===== src/rtl/hazard_pkg.sv =====
// Shared types and constants for the pipeline hazard controller.
package hazard_pkg;

   typedef enum logic [1:0] {
      IDLE,
      MDU_WAIT,
      MDU_DONE
   } hz_state_t;

   localparam logic [1:0] FWD_RF  = 2'b00;
   localparam logic [1:0] FWD_WB  = 2'b01;
   localparam logic [1:0] FWD_MEM = 2'b10;

endpackage


===== src/rtl/fwd_sel.sv =====
// EX-stage forwarding select for one source operand; the MEM stage wins over WB.
module fwd_sel
   import hazard_pkg::*;
#(
   parameter int unsigned REG_ADDR_W = 5
) (
   input  logic [REG_ADDR_W-1:0] rsE_i,
   input  logic [REG_ADDR_W-1:0] rdM_i,
   input  logic [REG_ADDR_W-1:0] rdW_i,
   input  logic                  regwriteM_i,
   input  logic                  regwriteW_i,
   output logic [1:0]            forward_o
);

   always_comb begin
      forward_o = FWD_RF;
      // x0 is hardwired to zero and must never be forwarded
      if (rsE_i != '0) begin
         if (regwriteM_i && (rsE_i == rdM_i)) begin
            forward_o = FWD_MEM;
         end else if (regwriteW_i && (rsE_i == rdW_i)) begin
            forward_o = FWD_WB;
         end
      end
   end

endmodule


===== src/rtl/hazard_ctrl.sv =====
// Hazard/stall sequencer: forwarding, load-use, branch flush and MDU latency freeze.
// Define HAZARD_PERF_CNT_EN to build the stall/flush performance counters.
module hazard_ctrl
   import hazard_pkg::*;
#(
   parameter int unsigned REG_ADDR_W  = 5,
   parameter int unsigned MDU_LATENCY = 4,
   parameter int unsigned CNT_W       = 4,
   parameter int unsigned PERF_W      = 32
) (
   input  logic                  clk_i,
   input  logic                  reset_i,
   input  logic [REG_ADDR_W-1:0] rs1D_i,
   input  logic [REG_ADDR_W-1:0] rs2D_i,
   input  logic [REG_ADDR_W-1:0] rs1E_i,
   input  logic [REG_ADDR_W-1:0] rs2E_i,
   input  logic [REG_ADDR_W-1:0] rdE_i,
   input  logic [REG_ADDR_W-1:0] rdM_i,
   input  logic [REG_ADDR_W-1:0] rdW_i,
   input  logic                  regwriteM_i,
   input  logic                  regwriteW_i,
   input  logic                  loadE_i,
   input  logic                  pcsrcE_i,
   input  logic                  mduStartE_i,
   output logic [1:0]            forwardAE_o,
   output logic [1:0]            forwardBE_o,
   output logic                  stallF_o,
   output logic                  stallD_o,
   output logic                  stallE_o,
   output logic                  flushD_o,
   output logic                  flushE_o,
   output logic                  flushM_o,
   output logic                  mduBusy_o,
   output logic                  mduDone_o,
   output logic [PERF_W-1:0]     stallCnt_o,
   output logic [PERF_W-1:0]     flushCnt_o
);

   hz_state_t        state_q, state_d;
   logic [CNT_W-1:0] cnt_q, cnt_d;
   logic             lw_stall;

   fwd_sel #(
      .REG_ADDR_W (REG_ADDR_W)
   ) u_fwd_a (
      .rsE_i       (rs1E_i),
      .rdM_i       (rdM_i),
      .rdW_i       (rdW_i),
      .regwriteM_i (regwriteM_i),
      .regwriteW_i (regwriteW_i),
      .forward_o   (forwardAE_o)
   );

   fwd_sel #(
      .REG_ADDR_W (REG_ADDR_W)
   ) u_fwd_b (
      .rsE_i       (rs2E_i),
      .rdM_i       (rdM_i),
      .rdW_i       (rdW_i),
      .regwriteM_i (regwriteM_i),
      .regwriteW_i (regwriteW_i),
      .forward_o   (forwardBE_o)
   );

   assign lw_stall = loadE_i && (rdE_i != '0) && ((rs1D_i == rdE_i) || (rs2D_i == rdE_i));

   always_ff @(posedge clk_i or negedge reset_i) begin
      if (!reset_i) begin
         state_q <= IDLE;
         cnt_q   <= '0;
      end else begin
         state_q <= state_d;
         cnt_q   <= cnt_d;
      end
   end

   always_comb begin
      state_d   = state_q;
      cnt_d     = cnt_q;
      stallF_o  = 1'b0;
      stallD_o  = 1'b0;
      stallE_o  = 1'b0;
      flushD_o  = 1'b0;
      flushE_o  = 1'b0;
      flushM_o  = 1'b0;
      mduBusy_o = 1'b0;
      mduDone_o = 1'b0;

      unique case (state_q)
         IDLE: begin
            if (pcsrcE_i) begin
               flushD_o = 1'b1;
               flushE_o = 1'b1;
            end else if (mduStartE_i) begin
               stallF_o = 1'b1;
               stallD_o = 1'b1;
               stallE_o = 1'b1;
               flushM_o = 1'b1;
               // This cycle is the first frozen one, so WAIT covers LATENCY-1 more
               if (MDU_LATENCY == 1) begin
                  state_d = MDU_DONE;
               end else begin
                  cnt_d   = CNT_W'(MDU_LATENCY - 1);
                  state_d = MDU_WAIT;
               end
            end else if (lw_stall) begin
               stallF_o = 1'b1;
               stallD_o = 1'b1;
               flushE_o = 1'b1;
            end
         end

         MDU_WAIT: begin
            stallF_o  = 1'b1;
            stallD_o  = 1'b1;
            stallE_o  = 1'b1;
            flushM_o  = 1'b1;
            mduBusy_o = 1'b1;
            if (cnt_q == CNT_W'(1)) begin
               cnt_d   = '0;
               state_d = MDU_DONE;
            end else begin
               cnt_d = cnt_q - CNT_W'(1);
            end
         end

         MDU_DONE: begin
            // The MDU op is still in EX here, so mduStartE_i must not retrigger
            mduDone_o = 1'b1;
            state_d   = IDLE;
            if (pcsrcE_i) begin
               flushD_o = 1'b1;
               flushE_o = 1'b1;
            end else if (lw_stall) begin
               stallF_o = 1'b1;
               stallD_o = 1'b1;
               flushE_o = 1'b1;
            end
         end

         default: begin
            state_d = IDLE;
            cnt_d   = '0;
         end
      endcase
   end

`ifdef HAZARD_PERF_CNT_EN
   logic [PERF_W-1:0] stall_cnt_q, flush_cnt_q;

   always_ff @(posedge clk_i or negedge reset_i) begin
      if (!reset_i) begin
         stall_cnt_q <= '0;
         flush_cnt_q <= '0;
      end else begin
         if (stallF_o && (stall_cnt_q != '1)) begin
            stall_cnt_q <= stall_cnt_q + PERF_W'(1);
         end
         if (flushD_o && (flush_cnt_q != '1)) begin
            flush_cnt_q <= flush_cnt_q + PERF_W'(1);
         end
      end
   end

   assign stallCnt_o = stall_cnt_q;
   assign flushCnt_o = flush_cnt_q;
`else
   assign stallCnt_o = '0;
   assign flushCnt_o = '0;
`endif

endmodule


===== config.mk =====
export PLATFORM = sky130hd
export DESIGN_NAME = hazard_ctrl
export DESIGN_NICKNAME = d
export VERILOG_FILES = /design/src/rtl/hazard_pkg.sv /design/src/rtl/fwd_sel.sv /design/src/rtl/hazard_ctrl.sv
export SDC_FILE = /design/constraint.sdc
export NUM_CORES = 1
export LEC_CHECK = 0
export CAP_MARGIN = 30
export CORE_UTILIZATION = 31
export DETAILED_ROUTE_END_ITERATION = 12
export GPL_TIMING_DRIVEN = 1
export HOLD_SLACK_MARGIN = 0.12
export PLACE_DENSITY = 0.82
export SYNTH_ARGS = -nofsm -noshare
export SYNTH_HDL_FRONTEND = slang
export SYNTH_SLANG_ARGS = --single-unit

===== constraint.sdc =====
create_clock -name clk_i -period 1.85 [get_ports clk_i]
set_input_delay 0.37 -clock clk_i [delete_from_list [all_inputs] [get_ports clk_i]]
set_output_delay 0.37 -clock clk_i [all_outputs]
set_load 0.01 [all_outputs]

After elaboration in Yosys (flattened, before gate mapping)
Cells that the tools add are included.

operators by class
  $add $sub $neg = 1
  multipliers = 0
  divide/modulo/power cells = 0
  magnitude comparators = 0
  eq/ne operators = 12
  shift operators = 0
  muxes and demuxes = 30
  bitwise gates (word level) = 1
  reductions and logical operators = 14

operators with widths
  kind                                                                    number
  5-bit equality test                                                     6
  1-bit 2-to-1 mux                                                        15
  5-bit nonzero test                                                      3
  2-bit 2-to-1 mux                                                        7
  4-bit 2-to-1 mux                                                        3
  4-bit case mux with 3 select lines                                      1
  1-bit logical AND                                                       6
  2-bit inequality test (second input constant)                           3
  3-bit AND reduction                                                     2
  4-bit by 1-bit equality test with 1-bit output (second input constant)  1
  1-bit case mux with 2 select lines                                      2
  2-bit case mux with 2 select lines                                      1
  4-bit by 1-bit subtractor with 4-bit output (second input constant)     1
  1-bit case mux with 3 select lines                                      1
  2-bit by 1-bit equality test with 1-bit output (second input constant)  1
  2-bit equality test (second input constant)                             1
  2-bit zero test                                                         1
  2-bit OR reduction                                                      1
  1-bit logical OR                                                        1
  1-bit NOT                                                               1

word-level totals
  register bits = 6
  latch bits = 0
  bits in writable memories = 0
  bits in read-only memories = 0
  output and inout bits = 76
  memories kept = 0

Depth between registers and ports, before layout
  depth in word-level cells = 7
  mapped depth = 6
  gate-level depth less buffers = 6

Modules after synthesis
A second synthesis with hierarchy kept.

unflattened totals
  cells, all modules = 158
  area total of the unflattened synthesis = 1260.0 µm²

by module, submodules not included
  module       times used  cells each  area each (µm²)  seq. area each (µm²)
  hazard_ctrl  1           122         994.7            150.1
  fwd_sel      2           18          132.6            0.0

Worst setup path after synthesis
No wires, ideal clock.

  kind = input to output
  start point = in rdE_i[3]
  end point = out stallF_o
  arrival time = 1.596 ns
  setup slack = -0.116 ns
  cell stages on the path = 5
  path buffers = 1
  path through = xor2_1 nor3_2 a22oi_1 o41ai_1 buf_4

on the way
  longest elaborated chain between the ends = 7
  elaborated cells on any way between the ends = 11

RTL lines
  what                                                              line               text
  start: declaration                                                hazard_ctrl.sv:17  input logic [REG_ADDR_W-1:0] rdE_i,
  5-bit equality test / 5-bit nonzero test (equally long branches)  hazard_ctrl.sv:65  assign lw_stall = loadE_i && (rdE_i != '0) && ((rs1D_i == rdE_i) || (rs2D_i == rdE_i));
  1-bit logical OR / 1-bit logical AND (equally long branches)      hazard_ctrl.sv:65
  1-bit logical AND *                                               hazard_ctrl.sv:65
  1-bit 2-to-1 mux *                                                -
  1-bit 2-to-1 mux (2 in series)                                    -
  1-bit case mux with 3 select lines *                              -
  end: declaration                                                  hazard_ctrl.sv:27  output logic stallF_o,

Mark *: on every way between the ends. The rest lies on a longest branch, timed or not.

Worst setup path after layout
  start point = in rdE_i[2]
  end point = out stallD_o

on the way
  longest elaborated chain between the ends = 7
  elaborated cells on any way between the ends = 11

RTL lines
  what                                                              line                                    text
  5-bit equality test / 5-bit nonzero test (equally long branches)  hazard_ctrl.sv:65
  1-bit logical OR / 1-bit logical AND (equally long branches)      hazard_ctrl.sv:65
  1-bit logical AND *                                               hazard_ctrl.sv:65
  1-bit 2-to-1 mux *                                                hazard_ctrl.sv:106, hazard_ctrl.sv:134
  1-bit 2-to-1 mux                                                  hazard_ctrl.sv:94                       end else if (mduStartE_i) begin
  1-bit 2-to-1 mux                                                  hazard_ctrl.sv:91                       if (pcsrcE_i) begin
  1-bit case mux with 3 select lines *                              hazard_ctrl.sv:89                       unique case (state_q)
  end: declaration                                                  hazard_ctrl.sv:28                       output logic stallD_o,

Marks and branches as above.

==> key figures <==
CTS
  • Hold buffer count at CTS: 0
  • CTS Sinks: 6
  • Root Driver: clkbuf_8
  • CTS Buf Count: 3
  • Skew-Pair Late Insertion Delay: 0.22 ns
  • Clock transition at path regs: 0.04 ns
  • Clock buffer depth: 2
  • CTS tree: done
  • H-tree Lvls: 1

Global routing
  • Number of global-route vias before repair: 947
  • Global-route usage over all layers: 11.50%
  • Antenna violations before repair: 0
  • GRT overflow: 0
  • Largest net degree at the start of global routing: 8
  • Global-route wire length before repair: 3843 um

Timing
  • Final hold violation count: 0
  • Final max-slew violation count: 0
  • Max Clock Skew: 0.001171 ns
  • F_max: 536.2 MHz
  • Total negative setup slack: -0.03581 ns
  • RSZ-0062 raised after global routing: yes
  • Tcrit/Tclk final: 100.8%
  • Final Setup Violations: 3
  • Post-route worst setup slack: -0.01513 ns
  • Worst hold slack: 0.4025 ns
  • Tmin final: 1.865 ns

Run status
  • Violated checks: setup timing
  • Status: complete, but fails checks

Die
  • Die W: 66.01 um
  • Row cnt: 22
  • Core Area: 3799 um^2
  • Chip Height: 66.01 um
  • Top-Level Pins: 118
  • Starting Density: 33.43%
  • Die area: 4357 um^2

Critical path
  • CP Class: in2out
  • Critical Path Fanout Max: 3
  • Crit-path slowest cell: or4_4
  • Worst path max stage delay: 0.54 ns
  • WP buf/inv: 3
  • Worst EP required: 1.48 ns
  • CP Data Arrival Time: 1.50 ns
  • Startpoint types: primary input
  • CP Cell Sequence: buf_8 -> or4_4 -> o21ai_4 -> buf_6 -> o41ai_4 -> buf_2
  • Setup crit end kind: primary output
  • CP top delay family: simple AND/OR/NAND/NOR gates

Synthesis
  • Sequential area share after synthesis: 11.82%
  • Yosys cell types: 32
  • Flop and latch count out of synthesis: 6
  • Async set or reset register ratio after synthesis: 100.0%
  • Syn Area/Cell: 7.937 um^2
  • Top_reg_cell synth: dfrtp_1
  • Synth Warn #: 0
  • EDFF count, synth: 0
  • Mapped Area: 1270 um^2
  • Mapped Cells: 160

Layout
  • Antenna Cells: 0
  • Area grow syn2layout: 35.37%
  • Fillers: 382
  • Final #Nets: 272
  • Design area: 1719 um^2
  • Share of layout cells above drive strength 1: 27.43%

Route
  • Detailed Routing Iterations Pass 1: 2
  • Routed wl met3: 234 um
  • M1 WL: 900 um
  • Highest metal used: met4
  • WL per Instance: 9.642 um
  • Via count: 1095
  • Routed wire length: 2642 um
  • Vias per cell: 3.996
  • # DRC: 0
  • Final ANT Viol Nets: 0
  • Starting DRT DRC Count: 14
  • DR WL met2: 1495 um

Pwr
  • Tot Pwr: 1322 uW
  • Pwr/cell area: 768.7 nW/um^2
  • VDD IR max: 282.9 uV
  • LEAKAGE: 0.0009016 uW

Flow run
  • Max-cap violations: 0

Min path
  • Worst min path class: in2async

Placed design
  • GPL Wtd Cong: 0.8104
  • Post-DP HPWL: 2201 um
  • # port buffers: 53
  • Pre-CTS setup slack: -0.8048 ns
  • Cell Area, Placed: 1658 um^2
-- repair_timing --
item | 4_1_cts | 5_1_grt
pin swaps | 28 | 13
setup endpoints to repair | 11 | 7
buffers inserted | 6 | 1
resized for setup | 153 | 21
-- synth_stat cells, drive strengths merged, types with 2 or more instances --
master / count / area share [%]
inv: 6 / 1.8
or4: 3 / 2.1
nand3: 2 / 0.79
o22ai: 3 / 1.5
buf: 67 / 40
xor2: 18 / 12
nor2: 8 / 2.4
dfrtp: 6 / 12
nor4b: 2 / 1.4
ha: 2 / 2.0
a21o: 2 / 1.2
nand4: 2 / 0.99
nor3: 4 / 2.0
xnor2: 13 / 9.0
a31oi: 2 / 0.99
nand2: 3 / 0.89
nor2b: 3 / 1.5
o21ai: 3 / 1.8
nor4: 2 / 0.99
-- report_power, final --
group	switching (uW)	internal, uW
Clock	57.6	140
Sequential	49.9	192
Combinational	442	440
-- layout by cell type, fill, tap and decap left out, types with 3 or more instances in the layout --
master and n:
buf_2 19, buf_4 16, buf_6 6, clkbuf_8 3, clkdlybuf4s15_1 5, clkdlybuf4s50_1 4, conb_1 64, dfrtp_1 6
dlygate4sd2_1 12, inv_1 6, nand2_1 3, nor2_1 5, nor2b_1 3, o22ai_1 3, xnor2_1 13, xor2_1 17
-- worst register-to-register path, stage by stage, from the launching register on --
cell and delay, ns:
dfrtp_1 0.37, inv_1 0.10, ha_1 0.16, or3b_1 0.40
nand2_1 0.13, o21ai_0 0.08, a21o_1 0.18
-- cell families (layout without fill, tap and decap cells) --
| kind of cell | Yosys count | count (layout) | synth area share, % |
|---|---|---|---|
| AOI/OAI and AO/OA | 14 | 14 | 7.684 |
| xor gates and xnor gates | 31 | 31 | 21.38 |
| adders and majority gates | 2 | 2 | 1.970 |
| buffers and inverters | 73 | 76 | 41.68 |
| DFF | 6 | 6 | 11.82 |
| other | 1 | 64 | 0.2953 |
| and+or+nand+nor | 33 | 33 | 15.17 |
-- area by class of cell --
cell class                      instances  area [um^2]  share of cell area (%)
Sequential cell                         6        150.1                   8.734
Clock buffer                            3        41.29                   2.402
Multi-Input combinational cell        144        907.1                   52.77
Tap cell                               48        60.06                   3.493
Inverter                                6        22.52                   1.310
Timing Repair Buffer                   67        538.0                   31.30
-- registers in the layout, summed over array words and instances (netlist names) --
name	flops
state_q	2
cnt_q	4
-- through the flow --
| stage | cells | utilization [%] |
|---|---|---|
| floorplan | 223 | - |
| global placement | 265 | 43.64 |
| detailed placement | 265 | 43.64 |
| CTS | 274 | 43.97 |
| global route | 274 | 45.26 |
| finish | 274 | 45.26 |
-- path summary, 6_finish.rpt --
check / start / end / slack (ns) / depth (start not counted)
max: rdE_i[2] / stallD_o / -0.02 / 6
min: reset_i / state_q[0] / 0.40 / 1
max reg2reg: cnt_q[1] / cnt_q[2] / 0.33 / 6
min reg2reg: cnt_q[2] / cnt_q[2] / 0.56 / 1
max in group asynchronous: reset_i / cnt_q[1] / 1.22 / 1
min in group clk_i: cnt_q[2] / cnt_q[2] / 0.56 / 1
-- routing by layer --
| layer | vias to the layer above | global-route usage [%] |
|---|---|---|
| li1 | 523 | - |
| met1 | 498 | 10.92 |
| met2 | 72 | 24.11 |
| met3 | 2 | 2.241 |
| met4 | 0 | 3.191 |
| met5 | - | 0 |
Note: power is estimated with default switching activity, not from simulation.
